==> src/rtl/psx_mem_arbiter_if.sv <==
// Client and bridge signal bundle for psx_mem_arbiter.
// slave: arbiter side. master: the environment that drives both clients and the bridge.
interface psx_mem_arbiter_if;
    localparam int unsigned AdrW  = 15;
    localparam int unsigned SubW  = 3;
    localparam int unsigned MaskW = 16;
    localparam int unsigned DataW = 256;
    localparam int unsigned SizeW = 2;

    // Port 0 (GPU) request
    logic             i_req0;
    logic             i_write0;
    logic [SizeW-1:0] i_size0;
    logic [AdrW-1:0]  i_adr0;
    logic [SubW-1:0]  i_sub0;
    logic [MaskW-1:0] i_mask0;
    logic [DataW-1:0] i_data0;

    // Port 1 (DMA/CPU) request
    logic             i_req1;
    logic             i_write1;
    logic [SizeW-1:0] i_size1;
    logic [AdrW-1:0]  i_adr1;
    logic [SubW-1:0]  i_sub1;
    logic [MaskW-1:0] i_mask1;
    logic [DataW-1:0] i_data1;

    // Client responses
    logic             o_ack0;
    logic             o_ack1;
    logic             o_done0;
    logic             o_done1;
    logic             o_rdValid0;
    logic             o_rdValid1;
    logic [DataW-1:0] o_rdData;

    // Bridge command bus
    logic             o_command;
    logic             o_writeElseRead;
    logic [SizeW-1:0] o_commandSize;
    logic [AdrW-1:0]  o_targetAddr;
    logic [SubW-1:0]  o_subAddr;
    logic [MaskW-1:0] o_writeMask;
    logic [DataW-1:0] o_dataOut;

    // Bridge status
    logic             i_memBusy;
    logic             i_memDataValid;
    logic [DataW-1:0] i_memData;

    modport slave (
        input  i_req0, i_write0, i_size0, i_adr0, i_sub0, i_mask0, i_data0,
        input  i_req1, i_write1, i_size1, i_adr1, i_sub1, i_mask1, i_data1,
        output o_ack0, o_ack1, o_done0, o_done1, o_rdValid0, o_rdValid1, o_rdData,
        output o_command, o_writeElseRead, o_commandSize, o_targetAddr,
        output o_subAddr, o_writeMask, o_dataOut,
        input  i_memBusy, i_memDataValid, i_memData
    );

    modport master (
        output i_req0, i_write0, i_size0, i_adr0, i_sub0, i_mask0, i_data0,
        output i_req1, i_write1, i_size1, i_adr1, i_sub1, i_mask1, i_data1,
        input  o_ack0, o_ack1, o_done0, o_done1, o_rdValid0, o_rdValid1, o_rdData,
        input  o_command, o_writeElseRead, o_commandSize, o_targetAddr,
        input  o_subAddr, o_writeMask, o_dataOut,
        output i_memBusy, i_memDataValid, i_memData
    );
endinterface

==> src/rtl/psx_mem_arbiter.sv <==
// Two-client arbiter/sequencer in front of the PSX DDR bridge.
// Port 0 (GPU) has priority over port 1 (DMA/CPU); one transaction in flight at a time.
// Optional feature: define PSX_ARB_STARVE_GUARD_EN to force a port-1 grant after
// STARVE_LIMIT consecutive port-0 grants taken while port 1 was waiting.
module psx_mem_arbiter #(
    parameter int unsigned STARVE_LIMIT = 4
) (
    input  logic              i_clk,
    input  logic              i_nRst,
    psx_mem_arbiter_if.slave  bus
);
    localparam int unsigned CntW = 3;

    typedef enum logic [1:0] {
        IDLE  = 2'd0,
        ISSUE = 2'd1,
        HOLD  = 2'd2,
        WAIT  = 2'd3
    } arbState_t;

    arbState_t state;
    logic      owner;        // 0 = port 0 owns the transaction in flight
    logic      arbitrate;
    logic      grantPort1;
    logic      writeDone;
    logic      readDone;

    // Elaboration-time range check on the starvation limit
    if (STARVE_LIMIT < 1 || STARVE_LIMIT > 7) begin : gBadLimit
        $error("psx_mem_arbiter: STARVE_LIMIT must be 1..7");
    end

`ifdef PSX_ARB_STARVE_GUARD_EN
    logic [CntW-1:0] starveCnt;
    logic            starved;

    // Consecutive port-0 grants taken while port 1 was waiting; saturates at the limit
    always_ff @(posedge i_clk or negedge i_nRst) begin
        if (!i_nRst) begin
            starveCnt <= '0;
        end else if (arbitrate) begin
            if (grantPort1 || !bus.i_req1) begin
                starveCnt <= '0;
            end else if (starveCnt < CntW'(STARVE_LIMIT)) begin
                starveCnt <= starveCnt + CntW'(1);
            end
        end
    end

    // Winner selection: port 0 first unless port 1 has been starved long enough
    always_comb begin
        starved    = 1'b0;
        arbitrate  = 1'b0;
        grantPort1 = 1'b0;
        starved    = (starveCnt >= CntW'(STARVE_LIMIT));
        arbitrate  = (state == IDLE) && (bus.i_req0 || bus.i_req1) && !bus.i_memBusy;
        grantPort1 = bus.i_req1 && (!bus.i_req0 || starved);
    end
`else
    // Winner selection: strict fixed priority, port 0 always wins a tie
    always_comb begin
        arbitrate  = 1'b0;
        grantPort1 = 1'b0;
        arbitrate  = (state == IDLE) && (bus.i_req0 || bus.i_req1) && !bus.i_memBusy;
        grantPort1 = !bus.i_req0;
    end
`endif

    // Completion: writes finish when the bridge drops busy, reads on returned data
    always_comb begin
        writeDone = 1'b0;
        readDone  = 1'b0;
        writeDone = (state == WAIT) &&  bus.o_writeElseRead && !bus.i_memBusy;
        readDone  = (state == WAIT) && !bus.o_writeElseRead &&  bus.i_memDataValid;
    end

    // Responses routed to the owner; read data is a straight passthrough
    assign bus.o_rdValid0 = readDone && !owner;
    assign bus.o_rdValid1 = readDone &&  owner;
    assign bus.o_done0    = (writeDone || readDone) && !owner;
    assign bus.o_done1    = (writeDone || readDone) &&  owner;
    assign bus.o_rdData   = bus.i_memData;

    // Sequencer: latch the winner, pulse ack/command in ISSUE, track to completion
    always_ff @(posedge i_clk or negedge i_nRst) begin
        if (!i_nRst) begin
            state               <= IDLE;
            owner               <= 1'b0;
            bus.o_ack0          <= 1'b0;
            bus.o_ack1          <= 1'b0;
            bus.o_command       <= 1'b0;
            bus.o_writeElseRead <= 1'b0;
            bus.o_commandSize   <= '0;
            bus.o_targetAddr    <= '0;
            bus.o_subAddr       <= '0;
            bus.o_writeMask     <= '0;
            bus.o_dataOut       <= '0;
        end else begin
            bus.o_ack0    <= 1'b0;
            bus.o_ack1    <= 1'b0;
            bus.o_command <= 1'b0;
            case (state)
                IDLE: begin
                    if (arbitrate) begin
                        state               <= ISSUE;
                        owner               <= grantPort1;
                        bus.o_ack0          <= !grantPort1;
                        bus.o_ack1          <= grantPort1;
                        bus.o_command       <= 1'b1;
                        bus.o_writeElseRead <= grantPort1 ? bus.i_write1 : bus.i_write0;
                        bus.o_commandSize   <= grantPort1 ? bus.i_size1  : bus.i_size0;
                        bus.o_targetAddr    <= grantPort1 ? bus.i_adr1   : bus.i_adr0;
                        bus.o_subAddr       <= grantPort1 ? bus.i_sub1   : bus.i_sub0;
                        bus.o_writeMask     <= grantPort1 ? bus.i_mask1  : bus.i_mask0;
                        bus.o_dataOut       <= grantPort1 ? bus.i_data1  : bus.i_data0;
                    end
                end
                ISSUE: state <= HOLD;
                // Bridge raises busy one cycle after the command; do not look at it yet
                HOLD:  state <= WAIT;
                WAIT: begin
                    if (writeDone || readDone) begin
                        state <= IDLE;
                    end
                end
                default: state <= IDLE;
            endcase
        end
    end
endmodule

==> src/flat_wrapper.sv <==
// flat-port wrapper written by rule: the top's interface ports become plain ports
module psx_mem_arbiter_flat 
#(
    parameter int unsigned STARVE_LIMIT = 4
)
  (i_clk, i_nRst, bus_i_req0, bus_i_write0, bus_i_size0, bus_i_adr0, bus_i_sub0, bus_i_mask0, bus_i_data0, bus_i_req1, bus_i_write1, bus_i_size1, bus_i_adr1, bus_i_sub1, bus_i_mask1, bus_i_data1, bus_o_ack0, bus_o_ack1, bus_o_done0, bus_o_done1, bus_o_rdValid0, bus_o_rdValid1, bus_o_rdData, bus_o_command, bus_o_writeElseRead, bus_o_commandSize, bus_o_targetAddr, bus_o_subAddr, bus_o_writeMask, bus_o_dataOut, bus_i_memBusy, bus_i_memDataValid, bus_i_memData);
  psx_mem_arbiter_if bus_i ();
  input  logic i_clk;
  input  logic i_nRst;
  input wire logic [$bits(bus_i.i_req0)-1:0] bus_i_req0;
  input wire logic [$bits(bus_i.i_write0)-1:0] bus_i_write0;
  input wire logic [$bits(bus_i.i_size0)-1:0] bus_i_size0;
  input wire logic [$bits(bus_i.i_adr0)-1:0] bus_i_adr0;
  input wire logic [$bits(bus_i.i_sub0)-1:0] bus_i_sub0;
  input wire logic [$bits(bus_i.i_mask0)-1:0] bus_i_mask0;
  input wire logic [$bits(bus_i.i_data0)-1:0] bus_i_data0;
  input wire logic [$bits(bus_i.i_req1)-1:0] bus_i_req1;
  input wire logic [$bits(bus_i.i_write1)-1:0] bus_i_write1;
  input wire logic [$bits(bus_i.i_size1)-1:0] bus_i_size1;
  input wire logic [$bits(bus_i.i_adr1)-1:0] bus_i_adr1;
  input wire logic [$bits(bus_i.i_sub1)-1:0] bus_i_sub1;
  input wire logic [$bits(bus_i.i_mask1)-1:0] bus_i_mask1;
  input wire logic [$bits(bus_i.i_data1)-1:0] bus_i_data1;
  output wire logic [$bits(bus_i.o_ack0)-1:0] bus_o_ack0;
  output wire logic [$bits(bus_i.o_ack1)-1:0] bus_o_ack1;
  output wire logic [$bits(bus_i.o_done0)-1:0] bus_o_done0;
  output wire logic [$bits(bus_i.o_done1)-1:0] bus_o_done1;
  output wire logic [$bits(bus_i.o_rdValid0)-1:0] bus_o_rdValid0;
  output wire logic [$bits(bus_i.o_rdValid1)-1:0] bus_o_rdValid1;
  output wire logic [$bits(bus_i.o_rdData)-1:0] bus_o_rdData;
  output wire logic [$bits(bus_i.o_command)-1:0] bus_o_command;
  output wire logic [$bits(bus_i.o_writeElseRead)-1:0] bus_o_writeElseRead;
  output wire logic [$bits(bus_i.o_commandSize)-1:0] bus_o_commandSize;
  output wire logic [$bits(bus_i.o_targetAddr)-1:0] bus_o_targetAddr;
  output wire logic [$bits(bus_i.o_subAddr)-1:0] bus_o_subAddr;
  output wire logic [$bits(bus_i.o_writeMask)-1:0] bus_o_writeMask;
  output wire logic [$bits(bus_i.o_dataOut)-1:0] bus_o_dataOut;
  input wire logic [$bits(bus_i.i_memBusy)-1:0] bus_i_memBusy;
  input wire logic [$bits(bus_i.i_memDataValid)-1:0] bus_i_memDataValid;
  input wire logic [$bits(bus_i.i_memData)-1:0] bus_i_memData;
  assign bus_i.i_req0 = bus_i_req0;
  assign bus_i.i_write0 = bus_i_write0;
  assign bus_i.i_size0 = bus_i_size0;
  assign bus_i.i_adr0 = bus_i_adr0;
  assign bus_i.i_sub0 = bus_i_sub0;
  assign bus_i.i_mask0 = bus_i_mask0;
  assign bus_i.i_data0 = bus_i_data0;
  assign bus_i.i_req1 = bus_i_req1;
  assign bus_i.i_write1 = bus_i_write1;
  assign bus_i.i_size1 = bus_i_size1;
  assign bus_i.i_adr1 = bus_i_adr1;
  assign bus_i.i_sub1 = bus_i_sub1;
  assign bus_i.i_mask1 = bus_i_mask1;
  assign bus_i.i_data1 = bus_i_data1;
  assign bus_o_ack0 = bus_i.o_ack0;
  assign bus_o_ack1 = bus_i.o_ack1;
  assign bus_o_done0 = bus_i.o_done0;
  assign bus_o_done1 = bus_i.o_done1;
  assign bus_o_rdValid0 = bus_i.o_rdValid0;
  assign bus_o_rdValid1 = bus_i.o_rdValid1;
  assign bus_o_rdData = bus_i.o_rdData;
  assign bus_o_command = bus_i.o_command;
  assign bus_o_writeElseRead = bus_i.o_writeElseRead;
  assign bus_o_commandSize = bus_i.o_commandSize;
  assign bus_o_targetAddr = bus_i.o_targetAddr;
  assign bus_o_subAddr = bus_i.o_subAddr;
  assign bus_o_writeMask = bus_i.o_writeMask;
  assign bus_o_dataOut = bus_i.o_dataOut;
  assign bus_i.i_memBusy = bus_i_memBusy;
  assign bus_i.i_memDataValid = bus_i_memDataValid;
  assign bus_i.i_memData = bus_i_memData;
  psx_mem_arbiter #(.STARVE_LIMIT(STARVE_LIMIT)) u_core (.i_clk(i_clk), .i_nRst(i_nRst), .bus(bus_i));
endmodule
==> config.mk <==
export PLATFORM = sky130hd
export DESIGN_NAME = psx_mem_arbiter_flat
export DESIGN_NICKNAME = d
export VERILOG_FILES = /design/src/rtl/psx_mem_arbiter_if.sv /design/src/rtl/psx_mem_arbiter.sv /design/src/flat_wrapper.sv
export SDC_FILE = /design/constraint.sdc
export NUM_CORES = 1
export LEC_CHECK = 0
export ABC_CLOCK_PERIOD_IN_PS = 2200
export BUFFER_PORTS_ARGS = -buffer_cell sky130_fd_sc_hd__buf_2
export CORE_AREA = 2 2 552 554
export DETAILED_ROUTE_END_ITERATION = 6
export DIE_AREA = 0 0 554 556
export HOLD_SLACK_MARGIN = 0.03
export PLACE_DENSITY_LB_ADDON = 0.05
export SYNTH_ARGS = -nofsm -noshare
export SYNTH_HDL_FRONTEND = slang
export SYNTH_SLANG_ARGS = --single-unit
==> constraint.sdc <==
create_clock -name i_clk -period 2.2 [get_ports i_clk]
set_input_delay 0.11 -clock i_clk [delete_from_list [all_inputs] [get_ports i_clk]]
set_output_delay 0.11 -clock i_clk [all_outputs]
set_load 0.05 [all_outputs]
; Word-level counts from Yosys, hierarchy flattened
; Cells that the tools add are included.
; Widths: inputs -> output; s select.
[word_totals]
ff_bits = 299
latchBits = 0
mem_bits_rw = 0
rom_bits = 0
input_bits = 848
output_inout_bits = 556
word_cells = 50
n_memories = 0
[op_classes]
addsub = 0
mul = 0
div_mod_pow = 0
n_lt_le_gt_ge = 0
eq_ne = 5
shifts = 0
n_mux = 15
bitwise_logic = 0
reduce_logical = 19
[op_table]
columns = op, count
row1 = $mux 256, 1
row2 = $mux 16, 1
row3 = $mux 15, 1
row4 = $logic_and 1x1->1, 10
row5 = $pmux 2 s4, 1
row6 = $mux 1, 7
row7 = $mux 2, 3
row8 = $eq 2x2->1 const B, 2
row9 = $logic_not 1->1, 4
row10 = $reduce_and 2->1, 2
row11 = $mux 3, 1
row12 = $eq 2x1->1 const B, 1
row13 = $logic_not 2->1, 1
row14 = $logic_or 1x1->1, 2
row15 = $ne 2x1->1 const B, 1
row16 = $ne 2x2->1 const B, 1

; Depth between registers and ports, before layout
; Gate-level depths: netlist (run 1).
[depth]
depth_word = 6
ltp_mapped = 8
depth_no_buf = 6

; Worst setup path before layout (run 1)
; OpenSTA, ideal clock, no wires.
[synth_timing]
kind = register to register
startpoint = register u_core.state[0]
endpoint = register u_core.bus.o_dataOut[146]
setup_ns = 0.126
arrival_time_ns = 1.647
path_slack_ns = 0.427
path_stages_with_launch = 9
period_less_slack_ns = 1.773
path_cell_list = dfrtp_1 > inv_1 > ha_1 > and2b_1 > and2_1 > clkbuf_1 > buf_2 > buf_2 > a221o_1
[synth_between]
elab_chain_cells = 4
[synth_lines]
columns = item, line
row1 = from (decl), psx_mem_arbiter.sv:21  ; arbState_t state;
row2 = from (signal assigned), psx_mem_arbiter.sv:87  ; state <= IDLE;
row3 = from (signal assigned), psx_mem_arbiter.sv:105  ; state <= ISSUE;
row4 = from (signal assigned), psx_mem_arbiter.sv:118  ; ISSUE: state <= HOLD;
row5 = $logic_not 2->1 *, "psx_mem_arbiter.sv:64, psx_mem_arbiter.sv:102"
row6 = $logic_and 1x1->1 (2 in series), psx_mem_arbiter.sv:64  ; arbitrate = (state == IDLE) && (bus.i_req0 || bus.i_req1) && !bus.i_memBusy;
row7 = $reduce_and 2->1 (no source line) *, --
row8 = to (signal assigned), psx_mem_arbiter.sv:115  ; bus.o_dataOut <= grantPort1 ? bus.i_data1 : bus.i_data0;
row9 = to (decl), psx_mem_arbiter_if.sv:56  ; output o_subAddr, o_writeMask, o_dataOut,
; Every way passes the cells marked *; elsewhere a longest branch is shown, timed or not.
; A chain may end at the register's enable or synchronous reset.

; Worst setup path after layout (run 1)
[layout_timing]
startpoint = register u_core.state[0]
endpoint = register u_core.bus.o_dataOut[17]
; The elaborated chain is that of the path after synthesis.

==> flow_summary.json, run 1 <==
{
  "outcome": "complete, no violations",
  "drt_first_pass_iters": 5,
  "detail_route.wirelength_um": 117000,
  "yosysUniqueCellTypes": 21,
  "grt_pass1_vias": 18369,
  "synth_top_family_by_area": "compound AO/OA/AOI/OAI gates",
  "total_of_warnings_raised_by_yosys": 0,
  "route.detailed.vias_per_inst": 2.47,
  "num_rows": 202,
  "grt_first_pass_wirelength_um": 159000,
  "power-per-cell-area_nw_per_um2": 1280,
  "layout.cells.most_common": "sky130_fd_sc_hd__buf_2",
  "yosys.area_share.simple_pct": 14.8,
  "final_util_pct": 10.3,
  "startpoint_type": "flop",
  "yosysSeqAreaShare_pct": 48.9,
  "fp.dieArea_sq_um": 308000,
  "global_route.usage.met3_pct": 3.20,
  "root_buffer_cell": "sky130_fd_sc_hd__clkbuf_16",
  "global_route.overflow_total": 0,
  "synth.area.mux_share_pct": 0.0736,
  "dp.cells": 5876,
  "worst_slew_margin_rel_pct": 15.4,
  "route.detailed.wl_per_inst_um": 17.8,
  "grt_max_degree": 118,
  "drt_first_iter_violations": 677,
  "path_class": "reg -> reg",
  "netlist_area_sq_um": 15300,
  "h-tree-depth": 2,
  "clock_sinks": 299,
  "globalRoute.busiestLayer": "met2",
  "dp.final_hpwl_um": 93400,
  "fmax_mhz": 482,
  "adder_cell_area_share_of_the_yosys_netlist_pct": 0.245,
  "drt.antenna.violating_nets": 0,
  "layout-drive-gt1-share_pct": 41.6,
  "tritoncts": "yes",
  "io_buffer_count": 891,
  "grtUsageMet1_pct": 8.06,
  "routabilityCongestion": 0.699,
  "cellLeakagePower_nw": 12.7,
  "vias": 16278,
  "synth-seq-cells": 299,
  "path_cells": "inv_1 > ha_1 > and2b_1 > o21ai_4 > buf_12 > buf_12 > nor3b_1 > a221o_1",
  "worst_slew_pin_slew_ns": 1.27,
  "total_count_of_max_transition_violations_in_the_final_report": 0,
  "maximum_cell_stage_delay_along_the_critical_path_ns": 0.35,
  "syn-mean-instance-area_sq_um": 11.8,
  "syn2layout_area_growth_pct": 104,
  "category_of_the_worst_setup_path_capture_point": "flop",
  "floorplan.core_area_sq_um": 302000,
  "timing.critical_path.required_ns": 2.76,
  "final.fill_count": 35025,
  "final-instance-count-excl-fill": 6584,
  "antenna_found_initial": 32,
  "grt_use_met2_pct": 12.7,
  "cts_buffers": 53,
  "post-cts-setup-buffer-count": 0,
  "clkLatencyLatePin_ns": 0.68,
  "cts.clk_slew.worst_paths_ns": 0.06,
  "detail_route.drc_violations": 0,
  "synthCells": 1297,
  "design.portCount": 1404,
  "timing.setup.tns_ns": 0,
  "fraction_of_the_mapped_netlist_area_in_compound_gates_pct": 19.4,
  "crit_path_frequent_cell": "sky130_fd_sc_hd__buf_12",
  "min_path_type": "in -> async",
  "die_height_um": 556,
  "rsz0062_at_grt": "no",
  "initial_utilization_pct": 5.07,
  "synth_nets": 2148,
  "ctsLongestPathBuffers": 3,
  "cp_max_fo": 36,
  "crit_arrival_ns": 2.63,
  "nets": 3396,
  "irDropWorstVdd_mv": 0.525,
  "synth_xor_area_share_pct": 0,
  "grt_usage_pct": 7.36,
  "setup_viol": 0,
  "worst_case_register_to_register_setup_slack_ns": 0.13,
  "mostFrequentLayoutCells": "sky130_fd_sc_hd__buf_2 (886), sky130_fd_sc_hd__dlygate4sd3_1 (591), sky130_fd_sc_hd__dfrtp_1 (298)",
  "final_period_minus_worst_setup_slack_ns": 2.07,
  "maxCapViolations": 0,
  "fp.dieW_um": 554,
  "fin_crit_sh_pct": 94.2,
  "clock-skew-final_ns": 0.0263,
  "crit_path_top_delay_cell": "sky130_fd_sc_hd__dfrtp_1",
  "timing.final.hold_violations": 0
}
critical path, delay by kind of cell (launching register included):
family	cells	cell delay, ns
AND/OR/NAND/NOR	2	0.28
adder cells (fa/ha/maj)	1	0.21
flip-flops	1	0.35
buffers and inverters	3	0.53
AO/OA/AOI/OAI	2	0.44
cells by family after synthesis:
group | after synthesis
buf+inv | 391
mux | 1
flops | 299
fa+ha+maj | 3
simple gates | 305
compound gates | 298
report_power, final:
part / switching [W] / internal [W]
clock: 0.00361 / 0.00553
sequential: 0.00162 / 0.00814
combinational: 0.0148 / 0.00610
worst paths after layout:
| path | from | endpoint | depth (start not counted) |
|---|---|---|---|
| max | u_core.state[0] | u_core.bus.o_dataOut[17] | 8 |
| min | i_nRst | u_core.bus.o_dataOut[66] | 3 |
| max reg2reg | u_core.state[0] | u_core.bus.o_dataOut[17] | 8 |
| min reg2reg | u_core.bus.o_dataOut[177] | u_core.bus.o_dataOut[177] | 1 |
| max in group asynchronous | i_nRst | u_core.bus.o_dataOut[15] | 4 |
| min in group i_clk | bus_i_req1 | u_core.owner | 5 |
final cells by class:
cell class | count | area [sq um] | area share [%]
timing repair buffer | 1580 | 11600 | 37.1
antenna | 18 | 45.0 | 0.144
clock buffer | 89 | 1690 | 5.43
inverter | 4 | 15.0 | 0.0481
sequential | 299 | 7480 | 24.0
tap | 3978 | 4980 | 15.9
multi-input combinational | 607 | 5290 | 17.0
clock inverter | 9 | 130 | 0.417
repair_timing:
item / 4_1_cts / 5_1_grt
hold endpoints to repair: 595 / 0
hold buffers: 592 / 0
cloned: 0 / 0
setup endpoints to repair: 4 / 2
pin swaps: 0 / 0
resized for setup: 7 / 1
synthesized netlist by cell type (all sizes together):
cell type  instances  area, sq um
a21boi             1         7.51
a21o               1         7.51
a221o            293         2930
a2bb2oi            1         8.76
and2               1         6.26
and2b              1         7.51
buf              344         2360
clkbuf            43          161
dfrtp            299         7480
ha                 3         37.5
inv                4         15.0
mux2               1         11.3
nand2              1         3.75
nor2               6         22.5
nor2b              2         12.5
nor3b            293         2200
o21ai              2         13.8
or3b               1         8.76
per-layer routing:
| layer | part of all wire (%) | vias to the layer above |
|---|---|---|
| met5 | 0.039 | - |
| met4 | 2.9 | 8 |
| met2 | 49 | 818 |
| met3 | 9.6 | 190 |
| li1 | - | 7279 |
| met1 | 39 | 7983 |
state kept, by name, indices dropped and copies added, names as in the netlist:
name	cells
u_core.bus.o_command	1
u_core.bus.o_targetAddr	15
u_core.bus.o_dataOut	256
u_core.state	2
u_core.bus.o_writeElseRead	1
u_core.bus.o_ack0	1
u_core.bus.o_writeMask	16
u_core.bus.o_subAddr	3
u_core.owner	1
u_core.bus.o_commandSize	2
u_core.bus.o_ack1	1
through the flow:
| step | setup slack (ns) | cell area, sq um | power, W | hold WS, ns |
|---|---|---|---|---|
| after CTS | 0.0357 | 31200 | 0.0412 | 0.0536 |
| after global placement | 0.0462 | 23400 | 0.0306 | 0.0566 |
| after detailed placement | 0.121 | 23400 | 0.0304 | 0.0566 |
| final | 0.127 | 31200 | 0.0398 | 0.119 |
| after global routing | 0.00526 | 31200 | 0.0422 | 0.0876 |
| after floorplan | 0.427 | 15300 | 0.0241 | -0.186 |
Power figures use the tool's default switching activity.
==> run 2: changes to the inputs <==
--- a/config.mk
+++ b/config.mk
@@ -7,9 +7,9 @@
 export LEC_CHECK = 0
 export ABC_CLOCK_PERIOD_IN_PS = 2200
 export BUFFER_PORTS_ARGS = -buffer_cell sky130_fd_sc_hd__buf_2
-export CORE_AREA = 2 2 552 554
+export CORE_AREA = 2 2 542 544
 export DETAILED_ROUTE_END_ITERATION = 6
-export DIE_AREA = 0 0 554 556
+export DIE_AREA = 0 0 544 546
 export HOLD_SLACK_MARGIN = 0.03
 export PLACE_DENSITY_LB_ADDON = 0.05
 export SYNTH_ARGS = -nofsm -noshare
==> flow_summary.json, run 2 (synthesis results as in run 1) <==
{
  "h-tree-depth": 2,
  "floorplan.core_area_sq_um": 292000,
  "mostFrequentLayoutCells": "sky130_fd_sc_hd__buf_2 (887), sky130_fd_sc_hd__dlygate4sd3_1 (591), sky130_fd_sc_hd__dfrtp_1 (298)",
  "antenna_found_initial": 42,
  "dpl_worst_slack_ns": -0.0311,
  "grt_usage_pct": 7.35,
  "grt_max_degree": 74,
  "clock_sinks": 299,
  "dp.final_hpwl_um": 89500,
  "fp.dieW_um": 544,
  "total_count_of_max_transition_violations_in_the_final_report": 0,
  "ctsLongestPathBuffers": 3,
  "outcome": "complete, no violations",
  "drt.antenna.violating_nets": 0,
  "clock-skew-final_ns": 0.0251,
  "cts.clk_slew.worst_paths_ns": 0.06,
  "final_util_pct": 10.8,
  "min_path_type": "in -> async",
  "path_cells": "inv_1 > ha_1 > and2b_1 > o21ai_4 > buf_12 > buf_12 > buf_12 > nor3b_1 > a221o_1",
  "timing.setup.tns_ns": 0,
  "fp.dieArea_sq_um": 297000,
  "pwr-share-comb_pct": 52.8,
  "largest_register_ff_count": 256,
  "timing.critical_path.required_ns": 2.74,
  "drt_first_iter_violations": 618,
  "cp_max_fo": 28,
  "switchingPower_w": 0.0199,
  "worst_slew_pin_slew_ns": 0.871,
  "detail_route.wirelength_um": 115000,
  "final_period_minus_worst_setup_slack_ns": 2.08,
  "p_int_w": 0.0198,
  "worstPathBufferInverterCount": 4,
  "irDropWorstVdd_mv": 0.750,
  "syn2layout_area_growth_pct": 105,
  "cts_buffers": 53,
  "maximum_cell_stage_delay_along_the_critical_path_ns": 0.36,
  "initial_utilization_pct": 5.24,
  "crit_path_top_delay_cell": "sky130_fd_sc_hd__dfrtp_1",
  "drt_first_pass_iters": 4,
  "path_delay_family": "buffers and inverters",
  "crit_path_frequent_cell": "sky130_fd_sc_hd__buf_12",
  "sw_frac_of_total_pct": 50.2,
  "tritoncts": "yes",
  "reg.largest.list": "u_core.bus.o_dataOut (256), u_core.bus.o_writeMask (16), u_core.bus.o_targetAddr (15)",
  "num_rows": 199,
  "setup_slack_ns": 0.123,
  "global_route.overflow_total": 0,
  "final.fill_count": 33885,
  "design.portCount": 1404,
  "vias": 16530,
  "pwr-share-seq_pct": 24.8,
  "layout-drive-gt1-share_pct": 42.5,
  "routabilityCongestion": 0.729,
  "setup_viol": 0,
  "maxCapViolations": 0,
  "io_buffer_count": 891,
  "fin_crit_sh_pct": 94.4,
  "power-per-cell-area_nw_per_um2": 1260,
  "nets": 3431,
  "timing.final.hold_violations": 0,
  "ff_to_ff_start": "u_core.state[0]",
  "worst_slew_margin_rel_pct": 41.9,
  "grt_pass1_vias": 18646,
  "pwr-share-clk_pct": 22.4,
  "worst_case_register_to_register_setup_slack_ns": 0.12,
  "root_buffer_cell": "sky130_fd_sc_hd__clkbuf_16",
  "category_of_the_worst_setup_path_capture_point": "flop",
  "grt_first_pass_wirelength_um": 154000,
  "clkLatencyLatePin_ns": 0.68,
  "route.detailed.wl_per_inst_um": 17.5,
  "cellLeakagePower_nw": 12.9,
  "die_height_um": 546,
  "crit_path_start": "u_core.state[0]",
  "detail_route.drc_violations": 0,
  "crit_arrival_ns": 2.62,
  "route.detailed.vias_per_inst": 2.52,
  "registers.top_by_ff_count": "u_core.bus.o_dataOut",
  "fmax_mhz": 481,
  "rsz0062_at_grt": "yes",
  "layout.cells.most_common": "sky130_fd_sc_hd__buf_2",
  "startpoint_type": "flop",
  "path_class": "reg -> reg"
}
## run 2: layout make-up
type	count	area, sq um	area share [%]
Tap cell	3919	4900	15.6
Inverter	4	15.0	0.0478
Sequential cell	299	7480	23.8
Multi-Input combinational cell	607	5300	16.9
Clock buffer	77	1530	4.86
Timing Repair Buffer	1615	11900	37.9
Clock inverter	17	236	0.752
Antenna cell	29	72.6	0.231
## run 2: path summary, 6_finish.rpt
check / endpoint / cells past startpoint
max: u_core.bus.o_dataOut[166] / 9
min: u_core.bus.o_dataOut[59] / 2
max reg2reg: u_core.bus.o_dataOut[166] / 9
min reg2reg: u_core.bus.o_dataOut[231] / 1
max in group asynchronous: u_core.bus.o_dataOut[25] / 3
min in group i_clk: u_core.bus.o_dataOut[23] / 3
## run 2: power groups by stage
stage | sequential, W | clock, W | combinational [W]
floorplan | 0.0186 | 0 | 0.00553
global placement | 0.0101 | 0 | 0.0204
detailed placement | 0.00992 | 0 | 0.0204
CTS | 0.00992 | 0.00959 | 0.0213
global route | 0.0102 | 0.00975 | 0.0222
finish | 0.00985 | 0.00891 | 0.0210
## run 2: worst register-to-register path: stages (launching register included)
cell	delay, ns
sky130_fd_sc_hd__dfrtp_1	0.36
sky130_fd_sc_hd__inv_1	0.08
sky130_fd_sc_hd__ha_1	0.21
sky130_fd_sc_hd__and2b_1	0.20
sky130_fd_sc_hd__o21ai_4	0.11
sky130_fd_sc_hd__buf_12	0.20
sky130_fd_sc_hd__buf_12	0.20
sky130_fd_sc_hd__buf_12	0.19
sky130_fd_sc_hd__nor3b_1	0.10
sky130_fd_sc_hd__a221o_1	0.28
## run 2: per-stage QoR
stage	hold slack [ns]	total power, W	cell area (sq um)	std cells
2_1_floorplan	-0.186	0.0241	15300	1297
3_3_place_gp	0.220	0.0305	23500	5847
3_5_place_dp	0.220	0.0303	23500	5847
4_1_cts	0.0383	0.0408	31200	6533
5_1_grt	0.0720	0.0421	31400	6562
6_report	0.0731	0.0397	31400	6567
## run 2: metal layers
layer / wire length, um / global-route usage, % / vias up
met5: 57 / 0 / -
li1: - / - / 7372
met1: 47100 / 8.49 / 8120
met2: 53300 / 12.2 / 857
met4: 3870 / 2.56 / 8
met3: 10700 / 2.95 / 173
## run 2: what timing repair did
item | in CTS | in global routing
pin swaps | 0 | 0
hold endpoints to repair | 363 | 0
hold buffers | 592 | 0
endpoints found under the setup margin | 35 | 68
gates resized for setup | 2 | 7
gates cloned | 0 | 3
setup buffers | 0 | 2
